<file path="config.mk">
export PLATFORM = sky130hd
export DESIGN_NAME = fanout_path_router
export DESIGN_NICKNAME = d
export VERILOG_FILES = /design/src/rtl/fanout_path_router.sv
export SDC_FILE = /design/constraint.sdc
export NUM_CORES = 1
export LEC_CHECK = 0
export CAP_MARGIN = 40
export CELL_PAD_IN_SITES_DETAIL_PLACEMENT = 0
export CELL_PAD_IN_SITES_GLOBAL_PLACEMENT = 2
export CORE_MARGIN = 5
export CORE_UTILIZATION = 21
export DETAILED_ROUTE_END_ITERATION = 6
export PLACE_DENSITY = 0.88
export SLEW_MARGIN = 20
export SYNTH_ARGS = -nofsm -noshare
export SYNTH_HDL_FRONTEND = slang
export SYNTH_SLANG_ARGS = --single-unit
</file>
<file path="constraint.sdc">
create_clock -name clock -period 1.9 [get_ports clock]
set_input_delay 0.285 -clock clock [delete_from_list [all_inputs] [get_ports clock]]
set_output_delay 0.285 -clock clock [all_outputs]
set_load 0.02 [all_outputs]
</file>
<file path="src/rtl/fanout_path_router.sv">
// fanout_path_router
// Steers each message leaving the FanOut link-element FIFO to port A, port B
// or both, and merges the two downstream back-prop streams into one upstream.
//
// Ports:
//   clock    : system clock
//   reset    : asynchronous, active-low reset
//   I_FTk    : forward token from the FanOut FIFO (v/a/r used, rest passed through)
//   O_BTk    : back-prop to the FIFO (n = stall, t = terminate, m = OR of selected ports)
//   I_Grt    : path grant, meaningful while I_FTk carries a head token
//   O_FTk_A  : registered forward token to port A
//   I_BTk_A  : back-prop from port A
//   O_FTk_B  : registered forward token to port B
//   I_BTk_B  : back-prop from port B
//   O_Drop   : pulse when a head arrives with no port selected
//   O_Busy   : high while a message is open (forwarding or dropping)

package fanout_path_router_pkg;
    localparam int FTK_DATA_W = 16;
    localparam int BTK_META_W = 4;

    typedef struct packed {
        logic                  v;
        logic                  a;
        logic                  r;
        logic [FTK_DATA_W-1:0] d;
    } FTk_t;

    typedef struct packed {
        logic                  n;
        logic                  t;
        logic [BTK_META_W-1:0] m;
    } BTk_t;
endpackage

module fanout_path_router
    import fanout_path_router_pkg::*;
#(
    parameter int WIDTH_DATA = 32,
    parameter int GRT_BIT_A  = 0,
    parameter int GRT_BIT_B  = 1
) (
    input  logic                  clock,
    input  logic                  reset,
    input  FTk_t                  I_FTk,
    output BTk_t                  O_BTk,
    input  logic [WIDTH_DATA-1:0] I_Grt,
    output FTk_t                  O_FTk_A,
    input  BTk_t                  I_BTk_A,
    output FTk_t                  O_FTk_B,
    input  BTk_t                  I_BTk_B,
    output logic                  O_Drop,
    output logic                  O_Busy
);

    typedef enum logic [1:0] {
        ST_IDLE = 2'd0,
        ST_FWD  = 2'd1,
        ST_DROP = 2'd2
    } state_t;

    state_t     state_r, state_s;
    logic [1:0] sel_r, sel_nxt_s;
    logic       pend_r, pend_nxt_s;
    logic       done_a_r, done_b_r, done_a_nxt_s, done_b_nxt_s;
    FTk_t       out_a_r, out_b_r;

    logic       start_s, tail_s, first_head_s, route_en_s;
    logic [1:0] grt_sel_s, sel_act_s;
    logic       rdy_a_s, rdy_b_s, load_a_s, load_b_s;
    logic       all_done_s, consume_s, drop_s;
    logic       unused_grt_s;

    // Only the two grant bits steer; the rest are folded so nothing dangles.
    assign unused_grt_s = ^I_Grt;

    // Token classification, effective selection and per-port transfer.
    always_comb begin
        // A single-token message (a=1, r=1) opens and closes in one cycle, so
        // "start" deliberately ignores r.
        start_s      = I_FTk.v & I_FTk.a;
        tail_s       = I_FTk.v & I_FTk.r;
        grt_sel_s    = {I_Grt[GRT_BIT_B], I_Grt[GRT_BIT_A]};
        // pend_r marks a head stalled from an earlier cycle: its grant was
        // already captured in sel_r and must not be resampled.
        first_head_s = (state_r == ST_IDLE) & start_s & ~pend_r;
        route_en_s   = (state_r == ST_FWD) | ((state_r == ST_IDLE) & start_s);
        if (!route_en_s) begin
            sel_act_s = 2'b00;
        end else if (first_head_s) begin
            sel_act_s = grt_sel_s;
        end else begin
            sel_act_s = sel_r;
        end
        rdy_a_s    = ~out_a_r.v | ~I_BTk_A.n;
        rdy_b_s    = ~out_b_r.v | ~I_BTk_B.n;
        load_a_s   = I_FTk.v & sel_act_s[0] & ~done_a_r & rdy_a_s;
        load_b_s   = I_FTk.v & sel_act_s[1] & ~done_b_r & rdy_b_s;
        // An empty selection counts as done, which makes drops and discards
        // consume immediately.
        all_done_s = (~sel_act_s[0] | done_a_r | load_a_s) &
                     (~sel_act_s[1] | done_b_r | load_b_s);
        consume_s  = I_FTk.v & all_done_s;
    end

    // Next state, selection register, pending-head flag, done flags, drop pulse.
    always_comb begin
        state_s      = state_r;
        sel_nxt_s    = sel_r;
        pend_nxt_s   = 1'b0;
        drop_s       = 1'b0;
        case (state_r)
            ST_IDLE: begin
                if (start_s) begin
                    if (consume_s) begin
                        drop_s = (sel_act_s == 2'b00);
                        if (tail_s) begin
                            sel_nxt_s = 2'b00;
                            state_s   = ST_IDLE;
                        end else if (sel_act_s == 2'b00) begin
                            sel_nxt_s = 2'b00;
                            state_s   = ST_DROP;
                        end else begin
                            sel_nxt_s = sel_act_s;
                            state_s   = ST_FWD;
                        end
                    end else begin
                        sel_nxt_s  = sel_act_s;
                        pend_nxt_s = 1'b1;
                        state_s    = ST_IDLE;
                    end
                end else begin
                    sel_nxt_s = 2'b00;
                    state_s   = ST_IDLE;
                end
            end
            ST_FWD: begin
                if (consume_s & tail_s) begin
                    sel_nxt_s = 2'b00;
                    state_s   = ST_IDLE;
                end else begin
                    sel_nxt_s = sel_r;
                    state_s   = ST_FWD;
                end
            end
            ST_DROP: begin
                if (tail_s) begin
                    sel_nxt_s = 2'b00;
                    state_s   = ST_IDLE;
                end else begin
                    sel_nxt_s = sel_r;
                    state_s   = ST_DROP;
                end
            end
            default: begin
                sel_nxt_s = 2'b00;
                state_s   = ST_IDLE;
            end
        endcase
        // Partial progress on a stalled token is kept until every selected
        // port has it; then both flags clear together.
        if (consume_s) begin
            done_a_nxt_s = 1'b0;
            done_b_nxt_s = 1'b0;
        end else begin
            done_a_nxt_s = done_a_r | load_a_s;
            done_b_nxt_s = done_b_r | load_b_s;
        end
    end

    // Upstream back-prop merge: stall until every selected port has the token.
    always_comb begin
        O_BTk   = '0;
        O_BTk.n = I_FTk.v & ~all_done_s;
        O_BTk.t = (sel_act_s[0] & I_BTk_A.t) | (sel_act_s[1] & I_BTk_B.t);
        O_BTk.m = ({BTK_META_W{sel_act_s[0]}} & I_BTk_A.m) |
                  ({BTK_META_W{sel_act_s[1]}} & I_BTk_B.m);
    end

    // Control state registers.
    always_ff @(posedge clock or negedge reset) begin
        if (!reset) begin
            state_r  <= ST_IDLE;
            sel_r    <= 2'b00;
            pend_r   <= 1'b0;
            done_a_r <= 1'b0;
            done_b_r <= 1'b0;
        end else begin
            state_r  <= state_s;
            sel_r    <= sel_nxt_s;
            pend_r   <= pend_nxt_s;
            done_a_r <= done_a_nxt_s;
            done_b_r <= done_b_nxt_s;
        end
    end

    // One-entry output registers: load, hold under stall, or drain to empty.
    always_ff @(posedge clock or negedge reset) begin
        if (!reset) begin
            out_a_r <= '0;
            out_b_r <= '0;
        end else begin
            if (load_a_s) begin
                out_a_r <= I_FTk;
            end else if (!I_BTk_A.n) begin
                out_a_r <= '0;
            end else begin
                out_a_r <= out_a_r;
            end
            if (load_b_s) begin
                out_b_r <= I_FTk;
            end else if (!I_BTk_B.n) begin
                out_b_r <= '0;
            end else begin
                out_b_r <= out_b_r;
            end
        end
    end

    assign O_FTk_A = out_a_r;
    assign O_FTk_B = out_b_r;
    assign O_Drop  = drop_s;
    assign O_Busy  = (state_r != ST_IDLE);

endmodule

</file>
==> results by group, run 1 <==
Flow run
  • Max-cap violation count: 0

Clock tree
  • Clock buffer depth: 2
  • H-tree levels: 2
  • CTS tree: done
  • Skew-Pair Late Insertion Delay: 0.30 ns
  • Clk root buf: clkbuf_8
  • Worst-path clk slew: 0.09 ns
  • Total CTS buffers: 5
  • CTS Sinks: 45

STA
  • Fin Hold WS: 0.435 ns
  • RSZ-0062 raised after global routing: yes
  • Slew Limit Fails: 0
  • Max Fclk: 0.443 GHz
  • Worst slew pin tran: 0.483 ns
  • TNS Setup: -2.27 ns
  • Setup violators final: 32
  • Slew HR: 67.8%
  • Period utilisation layout: 119%
  • Final Skew: 0.00766 ns
  • Hold Fails Final Rpt: 0
  • Final WS setup: -0.358 ns
  • Crit path time final: 2.26 ns

Placement
  • Port Buf Inserts: 80
  • Detailed Place HPWL: 4730 um
  • Setup WS pre-CTS: -0.806 ns
  • GP Congestion: 0.851

Yosys
  • Yosys cell types: 32
  • Post-Syn Instances: 222
  • Syn Std Cell Area: 0.00200 mm^2
  • Net count of the mapped netlist: 287
  • Sequential area share after synthesis: 56.2%
  • Mean post-synth cell area: 9.02 um^2
  • Synthesized flop and latch total: 45
  • Yosys warnings: 0

Setup path
  • Max FO, Critical Path: 4
  • R2R setup slack: -0.07 ns
  • Arrival time at the worst endpoint: 1.97 ns
  • Crit Path Class: flip-flop to primary output
  • Crit start category: flip-flop
  • Critical path required time: 1.62 ns
  • Crit. End Element: primary output

Floorplanning
  • Core area: 0.00928 mm^2
  • I/O Pins: 111
  • Die H: 108 um
  • Die area: 0.0116 mm^2
  • Initial core utilization: 21.6%
  • Rows: 35
  • Die X: 108 um

Global routing
  • Antenna violations before repair: 0
  • First-pass GRT wire length: 10,800 um
  • Global Route Usage Sum: 11.7%
  • Pin count of the biggest net entering global routing: 38
  • Vias in the first global route: 2,092
  • Gr ovfl total: 0

Run status
  • Failing checks: negative setup slack
  • Status: finished with violations

Layout
  • # nets final: 407
  • Layout area overhead: 80.3%
  • Fill cell count: 967
  • Layout cell share with drive strength beyond 1: 28.3%
  • Diode count: 0
  • Final Core Density: 38.9%

Drt
  • Routed vias: 2,003
  • DRC: 0
  • WL/cell: 15.0 um
  • First-pass DRT Iterations: 4
  • Final antenna-violating net count: 0
  • Via density: 4.24
  • Routed WL: 7100 um
  • Initial detailed-routing violation count: 59

Power and ir drop
  • VDD IR max: 0.249 mV
  • PD cells: 633 mW/mm^2
  • Lkg Pwr: 1.54 nW

Hold path
  • Worst Hold Class: input port to flip-flop
-- cells by family after synthesis --
group	synth area share, %
AOI/OAI and AO/OA	18.3
buffers and inverters	3.31
DFF	56.2
and+or+nand+nor	22.2
-- synthesized netlist by cell type (all sizes together) --
master | instances | area share, %
a211o | 1 | 0.44
a21bo | 1 | 0.50
a21o | 3 | 1.1
a21oi | 8 | 2.4
a22o | 5 | 2.2
a22oi | 1 | 0.37
a31oi | 1 | 0.31
a32oi | 1 | 0.44
and2 | 1 | 0.31
and3 | 1 | 0.31
and4b | 1 | 0.50
buf | 7 | 1.7
clkbuf | 5 | 1.0
dfrtp | 45 | 56
inv | 3 | 0.56
nand2 | 81 | 15
nand2b | 3 | 0.94
nand3b | 1 | 0.37
nand4 | 1 | 0.31
nand4b | 1 | 0.44
nor2 | 5 | 0.94
nor3 | 2 | 0.50
nor4b | 1 | 1.2
o211a | 1 | 0.50
o21a | 1 | 0.37
o21ai | 37 | 9.2
o41ai | 1 | 0.44
or2 | 1 | 0.31
or3b | 2 | 0.87
-- routing by layer --
metal / vias up / share of wire, % / wire length (um) / GRT usage, %
met5: - / 0 / 0 / 0
met1: 962 / 48 / 3380 / 15.6
li1: 990 / - / - / -
met2: 47 / 47 / 3340 / 18.9
met4: 0 / 1.1 / 80 / 3.61
met3: 4 / 4.2 / 300 / 2.34
-- cells in the final DEF, fill, tap and decap left out, types with 2 or more instances in the layout --
cell / Yosys / routed
a21o_1: 3 / 3
a21oi_1: 6 / 2
a21oi_2: 2 / 4
a21oi_4: 0 / 2
a22o_1: 5 / 5
buf_12: 0 / 3
buf_4: 0 / 31
buf_6: 0 / 12
clkbuf_16: 0 / 4
clkbuf_8: 0 / 5
clkdlybuf4s50_1: 0 / 70
dfrtp_1: 45 / 45
inv_1: 3 / 3
nand2_1: 81 / 64
nand2_2: 0 / 17
nand2b_1: 3 / 3
nor2_1: 5 / 3
o21ai_0: 33 / 14
o21ai_1: 4 / 16
o21ai_2: 0 / 7
or3b_1: 2 / 2
-- worst max-delay path, cell delays in order (launching register included) --
cell     delay, ns
dfrtp_1       0.43
or3b_1        0.36
a21o_1        0.24
a21bo_2       0.22
a21o_1        0.21
nor2_4        0.10
buf_6         0.12
-- timing repair --
| action | in CTS | in global routing |
|---|---|---|
| cloned | 0 | 7 |
| buffers inserted | 6 | 1 |
| endpoints found under the setup margin | 8 | 50 |
| hold buffers | 1 | 0 |
| endpoints found under the hold margin | 19 | 0 |
| pin swaps | 7 | 15 |
| resized for setup | 50 | 52 |
-- worst paths after layout --
kind                                           end                    start  depth (start not counted)
max                                       O_BTk[5]         pend_r$_DFF_PN0_                          6
min                        O_FTk_B[17]$_DFFE_PN0P_                I_FTk[17]                          3
max reg2reg                 O_FTk_B[6]$_DFFE_PN0P_         pend_r$_DFF_PN0_                          9
min reg2reg                O_FTk_A[18]$_DFFE_PN0P_  O_FTk_A[18]$_DFFE_PN0P_                          2
max in group asynchronous       done_a_r$_DFF_PN0_                    reset                          3
min in group asynchronous  O_FTk_B[14]$_DFFE_PN0P_                    reset                          2
-- report_power, final --
group,switching (mW),total [mW],internal [mW]
Clock,0.346,0.741,0.395
Sequential,0.0235,1.02,0.997
Combinational,0.255,0.523,0.268
-- flip-flops by register name, indices dropped and copies added, names as in the netlist --
signal	cells
O_FTk_A	19
done_b_r	1
done_a_r	1
state_r	2
O_FTk_B	19
sel_r	2
pend_r	1
-- final cells by class --
| class | count | area, um^2 | share of cell area [%] |
|---|---|---|---|
| timing repair buffer | 125 | 1270 | 35.2 |
| tap | 129 | 161 | 4.47 |
| inverter | 3 | 11.3 | 0.312 |
| clock buffer | 6 | 72.6 | 2.01 |
| sequential | 45 | 1130 | 31.2 |
| multi-input combinational | 162 | 930 | 25.7 |
| clock inverter | 2 | 38.8 | 1.07 |
-- metrics by stage --
step	cell area, um^2	power, mW	instances
after CTS	3390	2.28	465
after floorplan	2010	1.22	222
after global placement	3180	1.50	450
after global routing	3610	2.40	472
final	3610	2.28	472
after detailed placement	3180	1.51	450
No activity file was read; power rests on OpenSTA's default activity.
==> inputs of run 2 (changes only) <==
--- a/config.mk
+++ b/config.mk
@@ -11,6 +11,7 @@
 export CORE_MARGIN = 5
 export CORE_UTILIZATION = 21
 export DETAILED_ROUTE_END_ITERATION = 6
+export GPL_ROUTABILITY_DRIVEN = 0
 export PLACE_DENSITY = 0.88
 export SLEW_MARGIN = 20
 export SYNTH_ARGS = -nofsm -noshare
==> constraint.sdc (replaced) <==
create_clock -name clock -period 2.3 [get_ports clock]
set_input_delay 0.345 -clock clock [delete_from_list [all_inputs] [get_ports clock]]
set_output_delay 0.345 -clock clock [all_outputs]
set_load 0.02 [all_outputs]
==> run 2 against run 1 <==
Net effect:
- worst hold slack lost 0.42 ns
- clock power shrank 35%
- routed wire length shrank 14%
- register-to-register slack gained 0.54 ns
- highest routed layer unchanged
- critical path depth is the same
- core utilization shrank 4.8 points
- first-iteration DRC count grew 34%
- count of clock-buffer cells in the layout shrank 1
- via count shrank 4.5%
- the flow now finishes without violations
- final area shrank 12%
- non-clock buffer count shrank 25
==> results by group, run 2 (same netlist as run 1, synthesis figures left out) <==
Global routing
  • First-pass GRT wire length: 10,300 um (-5.2%)
  • Pin count of the biggest net entering global routing: 38 (unchanged)
  • Vias in the first global route: 1,976 (-5.5%)
  • Antenna violations before repair: 0 (unchanged)
  • Gr ovfl total: 0 (unchanged)
  • Global Route Usage Sum: 11.2% (-0.46 points)

Setup path
  • Critical path's slowest cell: dfrtp_1
  • Cell family with most CP delay: compound AO/OA/AOI/OAI gates
  • Max FO, Critical Path: 5 (+1)
  • Critical path required time: 1.96 ns (+0.34 ns)
  • Crit. End Element: primary output
  • Arrival time at the worst endpoint: 1.91 ns (-0.06 ns)
  • Crit start category: flip-flop
  • Bufs and invs on worst path: 1 (unchanged)
  • Crit-path cells: or3b_1, a21o_1, a21bo_2, a21o_1, nor2_1, buf_4
  • Crit Path Class: flip-flop to primary output
  • CP most frequent cell: a21o_1
  • Worst path max stage delay: 0.43 ns (about the same)

Drt
  • WL/cell: 13.8 um (-8.5%)
  • Routed WL: 6140 um (-14%)
  • Final antenna-violating net count: 0 (unchanged)
  • Initial detailed-routing violation count: 79 (+34%)
  • Routed vias: 1,912 (-4.5%)
  • DRC: 0 (unchanged)
  • First-pass DRT Iterations: 4 (unchanged)
  • Via density: 4.29 (+1.0%)

Flow run
  • Max-cap violation count: 0 (unchanged)

Floorplanning
  • Initial core utilization: 21.6% (unchanged)
  • Die area: 0.0116 mm^2 (unchanged)
  • Die H: 108 um (unchanged)
  • Rows: 35 (unchanged)
  • Die X: 108 um (unchanged)
  • I/O Pins: 111 (unchanged)
  • Core area: 0.00928 mm^2 (unchanged)

Layout
  • Commonest non-fill, non-tap cell in the layout: nand2_1
  • Most frequent cells in the layout: nand2_1, clkdlybuf4s50_1, dfrtp_1
  • Diode count: 0 (unchanged)
  • Final Cell Area: 0.00317 mm^2 (-12%)
  • # nets final: 382 (-6.1%)
  • Layout cell share with drive strength beyond 1: 13.2% (-15 points)
  • Layout area overhead: 58.3%
  • Fill cell count: 1,013 (+4.8%)

Power and ir drop
  • VDD IR max: 0.212 mV (-15%)
  • Lkg Pwr: 1.35 nW (-12%)
  • PD cells: 532 mW/mm^2 (-16%)
  • Tot Pwr: 1.69 mW (-26%)

STA
  • Final WS setup: 0.0413 ns (+0.400 ns)
  • Slew Limit Fails: 0 (unchanged)
  • Final Skew: 0.0146 ns (+0.00689 ns)
  • Max Fclk: 0.443 GHz
  • Setup violators final: 0 (-100%)
  • Slew HR: 63.8% (-4.1 points)
  • Period utilisation layout: 98.2%
  • RSZ-0062 raised after global routing: yes
  • Crit path time final: 2.26 ns
  • Fin Hold WS: 0.0168 ns (-0.418 ns)
  • Worst slew pin tran: 0.543 ns (+0.0608 ns)
  • Hold Fails Final Rpt: 0 (unchanged)

Clock tree
  • CTS tree: done
  • H-tree levels: 2 (unchanged)
  • CTS Sinks: 45 (unchanged)
  • Worst-path clk slew: 0.09 ns (about the same)
  • Total CTS buffers: 5 (unchanged)
  • Skew-Pair Late Insertion Delay: 0.30 ns (about the same)
  • Hold buffer count at cts: 0 (-1)
  • Postcts setup bufs: 0 (-6)
  • Clk root buf: clkbuf_8
  • Clock buffer depth: 2 (unchanged)

Placement
  • Port Buf Inserts: 80 (unchanged)
  • Setup WS pre-CTS: -0.504 ns (+0.302 ns)
  • Placed cell area: 0.00309 mm^2 (-2.8%)
  • Detailed Place HPWL: 4610 um (-2.5%)

Run status
  • Status: finished clean

Hold path
  • Worst Hold Class: input port to asynchronous set/reset pin
run 2: layout make-up:
| type | count | area [um^2] | share of cell area (%) |
|---|---|---|---|
| Timing Repair Buffer | 100 | 961 | 30.3 |
| Tap cell | 129 | 161 | 5.09 |
| Clock buffer | 5 | 68.8 | 2.17 |
| Inverter | 3 | 11.3 | 0.355 |
| Multi-Input combinational cell | 162 | 826 | 26.0 |
| Sequential cell | 45 | 1130 | 35.5 |
| Clock inverter | 2 | 16.3 | 0.513 |
run 2: report_power, final:
part / internal, mW / total, mW / switching, mW / leakage, nW
clock network: 0.210 / 0.481 / 0.271 / 0.0402
registers: 0.824 / 0.844 / 0.0206 / 0.621
logic: 0.178 / 0.362 / 0.184 / 0.688
run 2: layer usage:
| layer | track usage [%] | vias to the layer above | routed length (um) |
|---|---|---|---|
| met5 | 0 | - | 0 |
| met2 | 17.4 | 54 | 2870 |
| met1 | 15.3 | 915 | 2860 |
| met3 | 3.12 | 2 | 360 |
| met4 | 2.98 | 0 | 49 |
| li1 | - | 941 | - |
run 2: final timing paths:
check / from / end / slack [ns] / cells past startpoint
min: reset / O_FTk_A[2]$_DFFE_PN0P_ / 0.02 / 1
max in group asynchronous: reset / O_FTk_A[18]$_DFFE_PN0P_ / 1.74 / 2
min in group clock: I_Grt[1] / sel_r[1]$_DFFE_PN0P_ / 0.44 / 3
min reg2reg: O_FTk_A[18]$_DFFE_PN0P_ / O_FTk_A[18]$_DFFE_PN0P_ / 0.54 / 2
max reg2reg: pend_r$_DFF_PN0_ / O_FTk_A[12]$_DFFE_PN0P_ / 0.47 / 6
max: pend_r$_DFF_PN0_ / O_BTk[5] / 0.04 / 6
run 2: timing repair:
item	in CTS	in global routing
pin swaps	4	1
cloned	0	0
setup endpoints to repair	7	7
gates resized for setup	35	4
run 2: per-stage QoR:
step | util [%] | TNS [ns] | cells
3_3_place_gp | 33.3 | -2.97 | 439
4_1_cts | 34.0 | -0.0218 | 446
3_5_place_dp | 33.3 | -3.18 | 439
6_report | 34.2 | 0 | 446
2_1_floorplan | - | 0 | 222
5_1_grt | 34.2 | -0.0646 | 446
